<file path="src/rtl/display_scanner.sv">
// display_scanner
//   Converts a 14-bit binary value to four BCD digits with a sequential
//   shift-add-3 (double-dabble) engine. It then time-multiplexes the committed
//   digits onto the tog/num pair for the segment/anode decoder.
//
// Parameters
//   REFRESH_DIV : clock cycles each digit stays selected (2 .. 2^20)
//
// Ports
//   clk    in   1  : clock, rising edge
//   rst_n  in   1  : asynchronous active-low reset
//   bin_in in  14  : unsigned value to display, clamped to 9999
//   load   in   1  : request a conversion, sampled only in IDLE
//   busy   out  1  : conversion in progress
//   done   out  1  : one-cycle pulse when new digits are committed
//   ovf    out  1  : last accepted bin_in exceeded 9999
//   tog    out  2  : digit select, 0 = ones .. 3 = thousands
//   num    out  4  : BCD value of the selected digit
module display_scanner #(
  parameter int REFRESH_DIV = 100000
) (
  input  logic        clk,
  input  logic        rst_n,
  input  logic [13:0] bin_in,
  input  logic        load,
  output logic        busy,
  output logic        done,
  output logic        ovf,
  output logic [1:0]  tog,
  output logic [3:0]  num
);

  localparam int              CNT_W   = $clog2(REFRESH_DIV);
  localparam logic [CNT_W-1:0] CNT_MAX = CNT_W'(REFRESH_DIV - 1);
  localparam logic [13:0]      BIN_MAX = 14'd9999;
  localparam logic [3:0]       LAST_IT = 4'd13;

  typedef enum logic {IDLE, CONVERT} state_t;

  state_t            state, state_nxt;
  logic              accept, last_iter;
  logic [3:0]        iter;
  logic [13:0]       shreg, shreg_nxt;
  logic [15:0]       scratch, scratch_adj, scratch_nxt;
  logic [15:0]       digits;
  logic [CNT_W-1:0]  cnt;

  // Saturate the input to the largest four-digit decimal value.
  function automatic logic [13:0] clamp_bin(input logic [13:0] v);
    return (v > BIN_MAX) ? BIN_MAX : v;
  endfunction

  // Double-dabble correction: any nibble >= 5 gets +3 before the shift,
  // so that it carries correctly into the next decimal digit.
  function automatic logic [15:0] add3_nibbles(input logic [15:0] s);
    logic [15:0] r;
    r = s;
    for (int i = 0; i < 4; i++) begin
      if (s[4*i +: 4] >= 4'd5) r[4*i +: 4] = s[4*i +: 4] + 4'd3;
    end
    return r;
  endfunction

  // FSM next-state and strobes
  always_comb begin
    state_nxt = state;
    accept    = 1'b0;
    last_iter = 1'b0;
    case (state)
      IDLE: begin
        if (load) begin
          accept    = 1'b1;
          state_nxt = CONVERT;
        end
      end
      CONVERT: begin
        if (iter == LAST_IT) begin
          last_iter = 1'b1;
          state_nxt = IDLE;
        end
      end
      default: state_nxt = IDLE;
    endcase
  end

  always_ff @(posedge clk or negedge rst_n) begin
    if (!rst_n) state <= IDLE;
    else        state <= state_nxt;
  end

  // Shift-add-3 step: {scratch, shreg} shifted left by one after correction.
  always_comb begin
    scratch_adj = add3_nibbles(scratch);
    scratch_nxt = {scratch_adj[14:0], shreg[13]};
    shreg_nxt   = {shreg[12:0], 1'b0};
  end

  // Conversion control and committed digits
  always_ff @(posedge clk or negedge rst_n) begin
    if (!rst_n) begin
      iter   <= '0;
      done   <= 1'b0;
      ovf    <= 1'b0;
      digits <= '0;
    end else begin
      done <= last_iter;
      if (accept) begin
        iter <= '0;
        ovf  <= (bin_in > BIN_MAX);
      end else if (state == CONVERT) begin
        iter <= iter + 4'd1;
      end
      if (last_iter) digits <= scratch_nxt;
    end
  end

  // Conversion datapath: only meaningful between accept and commit, so no reset.
  always_ff @(posedge clk) begin
    if (accept) begin
      shreg   <= clamp_bin(bin_in);
      scratch <= '0;
    end else if (state == CONVERT) begin
      shreg   <= shreg_nxt;
      scratch <= scratch_nxt;
    end
  end

  // Refresh counter and digit select, independent of the conversion FSM
  always_ff @(posedge clk or negedge rst_n) begin
    if (!rst_n) begin
      cnt <= '0;
      tog <= 2'd0;
    end else if (cnt == CNT_MAX) begin
      cnt <= '0;
      tog <= tog + 2'd1;
    end else begin
      cnt <= cnt + 1'b1;
    end
  end

  assign busy = (state == CONVERT);

  always_comb begin
    num = digits[3:0];
    case (tog)
      2'd0: num = digits[3:0];
      2'd1: num = digits[7:4];
      2'd2: num = digits[11:8];
      2'd3: num = digits[15:12];
      default: num = digits[3:0];
    endcase
  end

endmodule
</file>
<file path="config.mk">
export PLATFORM = sky130hd
export DESIGN_NAME = display_scanner
export DESIGN_NICKNAME = d
export VERILOG_FILES = /design/src/rtl/display_scanner.sv
export SDC_FILE = /design/constraint.sdc
export NUM_CORES = 1
export LEC_CHECK = 0
export ABC_AREA = 1
export CAP_MARGIN = 20
export CORE_MARGIN = 4
export CORE_UTILIZATION = 40
export DETAILED_ROUTE_END_ITERATION = 8
export PLACE_DENSITY = 0.68
export SYNTH_ARGS = -nofsm -noshare
export SYNTH_HDL_FRONTEND = slang
export SYNTH_SLANG_ARGS = --single-unit
</file>
<file path="constraint.sdc">
create_clock -name clk -period 1.5 [get_ports clk]
set_input_delay 0.3 -clock clk [delete_from_list [all_inputs] [get_ports clk]]
set_output_delay 0.3 -clock clk [all_outputs]
set_load 0.01 [all_outputs]
</file>
==> reports/metrics.csv <==
metric,value,unit
drv_slew,0,
startpoint_type,flop,
grt_pass1_wl,13600,um
synth_common_cells,"nand2_1 (118), nor2_1 (64), inv_1 (50)",
detail_route.wl_per_cell,12.5,um
dr.first_iter.drc_count,120,
dieWidth,104,um
drive_above_1_share,16.8,%
p_sw,2.58,mW
drv_cap,0,
rows,34,
syn_inst,454,
syn_area_per_cell,8.08,um^2
grt_pass1_vias,3018,
end_kind,output port,
diodes,0,
clock_latency,340,ps
port_buffers,25,
cts_buffers,9,
crit_family,flip-flops,
relSlewSlack,72.8,%
yosysMostFrequentCell,nand2_1,
syn_area,3670,um^2
synth_top_flop_cell,dfrtp_1,
die_h,104,um
cts-root-buf,clkbuf_8,
cts_max_level,3,
rsz0062_at_grt,yes,
period_needed,1780,ps
vdd_ir_drop_max,0.840,mV
clkTransAtPathRegs,70,ps
swShare,35.4,%
ys_types,30,
clock-skew-final,8.92,ps
hold_viol_final,0,
nets,540,
yosysWarnings,0,
gp_congestion,0.801,
violations,setup timing,
outcome,"finished, violations left",
finalWorstSetupSlack,-282,ps
antenna_found_initial,0,
wl,7760,um
max_stage_delay,430,ps
vias_per_cell,4.93,
final.period_utilization,119,%
p_clk_share,22.1,%
combPwrFrac,34.7,%
dr.pass1.iters,4,
power.density,1610,nW/um^2
num_io_pins,26,
synthesis.nets,486,
core,8810,um^2
drc,0,
seq_area_frac_synth,48.8,%
start_util,41.7,%
cts_sinks,72,
p_leak,2.18,nW
ant_nets,0,
setup_viol,4,
min_path_type,in -> async,
fmax,561,MHz
synth_area_leader_cell,dfrtp_1,
critPathBufInv,2,
dp_hpwl,5690,um
worst_slew_pin_slew,408,ps
seqPwrFrac,43.2,%
grt_usage,15.2,%
ys_top_cells_by_area,"dfrtp_1 (29%), nand2_1 (12%), edfxtp_1 (11%)",
stdcell_count,621,
cp.arrival,1480,ps
path_cells,buf_6 -> ha_4 -> a21oi_1 -> a31oi_1 -> buf_2,
dr_total_vias,3059,
async_flop_share,58.3,%
gr-total-overflow,0,
intPower,4.70,mW
cts_buffer_depth,2,
synth_top_area_share,28.6,%
placed_cells,601,
area_growth,23.2,%
fin_tns_setup,-1030,ps
dieArea,10800,um^2
crit_slowest_cell,dfrtp_1,
grt_max_degree,28,
hold_ws,417,ps
critical_path_class,reg -> out,
ys_ff_latch,72,
cp_max_fo,4,
crit_required,1200,ps
synth_edf_count,14,
cts_tree,done,
worst paths after layout:
check | from | to | slack [ps] | cells past startpoint
max in group asynchronous | rst_n | busy | 590 | 3
min in group clk | scratch[13] | scratch[13] | 480 | 2
min reg2reg | scratch[13] | scratch[13] | 480 | 2
min | rst_n | cnt[3] | 420 | 2
max | tog[1] | num[1] | -280 | 5
max reg2reg | cnt[1] | cnt[10] | 120 | 8
cells in the final DEF (no fill, tap or decap), drive strengths merged:
cell / netlist / routed
nand2: 126 / 126
nor2: 73 / 73
inv: 53 / 53
dfrtp: 42 / 42
nand3: 34 / 34
buf: 8 / 31
o21ai: 29 / 29
dfxtp: 16 / 16
clkdlybuf4s50: 0 / 15
ha: 15 / 15
edfxtp: 14 / 14
clkbuf: 1 / 13
a21oi: 12 / 12
xor2: 10 / 10
nand4: 6 / 6
o22ai: 5 / 5
a31oi: 4 / 4
dlygate4sd2: 0 / 3
clkinv: 1 / 3
a22o: 2 / 2
nor3: 2 / 2
bufinv: 0 / 2
or2: 1 / 1
dlygate4sd3: 0 / 1
clkdlybuf4s15: 0 / 1
repair_timing:
| action | CTS | global route |
|---|---|---|
| pin swaps | 0 | 2 |
| gates resized for setup | 39 | 11 |
| hold buffers | 1 | 0 |
| hold endpoints to repair | 15 | 0 |
| buffers inserted | 1 | 2 |
| endpoints found under the setup margin | 9 | 21 |
flip-flops by register name, summed over array words and instances, names as in the netlist:
name / cells
busy: 1
cnt: 17
digits: 16
done: 1
iter: 4
ovf: 1
scratch: 16
shreg: 14
tog: 2
area by class of cell:
class	instances	area, um^2
Tap cell	108	135
Inverter	54	206
Sequential cell	72	1800
Clock inverter	4	68.8
Timing Repair Buffer	52	479
Multi-Input combinational cell	319	1700
Fill cell	842	4290
Clock buffer	12	135
power groups by stage:
| stage | logic [mW] | registers [mW] | clock network [mW] |
|---|---|---|---|
| 6_report | 2.53 | 3.14 | 1.61 |
| 5_1_grt | 2.94 | 3.22 | 1.74 |
| 4_1_cts | 2.52 | 3.13 | 1.67 |
| 3_5_place_dp | 2.53 | 3.16 | 0 |
| 3_3_place_gp | 2.44 | 3.15 | 0 |
| 2_1_floorplan | 1.79 | 3.03 | 0 |
metal layers:
| layer | vias up | global-route usage (%) | wire length [um] |
|---|---|---|---|
| li1 | 1559 | - | - |
| met1 | 1444 | 18.3 | 3490 |
| met2 | 47 | 27.5 | 3960 |
| met3 | 9 | 3.61 | 222 |
| met4 | 0 | 3.70 | 82 |
| met5 | - | 0 | 0 |
stage by stage:
stage | power, mW | area, um^2 | utilization, % | setup slack, ps
6_report | 7.28 | 4520 | 51.3 | -282
5_1_grt | 7.89 | 4520 | 51.3 | -322
3_5_place_dp | 5.70 | 4220 | 48.0 | -363
3_3_place_gp | 5.59 | 4220 | 48.0 | -282
4_1_cts | 7.32 | 4490 | 51.0 | -252
2_1_floorplan | 4.82 | 3670 | - | 64.7
cell families after synthesis:
| logic type | count (synthesis) | share of synthesized area (%) |
|---|---|---|
| buffers and inverters | 63 | 6.89 |
| XOR/XNOR | 10 | 2.39 |
| AO/OA/AOI/OAI | 52 | 7.61 |
| adder cells (fa/ha/maj) | 15 | 5.12 |
| flip-flops | 72 | 48.8 |
| AND/OR/NAND/NOR | 242 | 29.2 |
(Power assumes the default switching activity.)
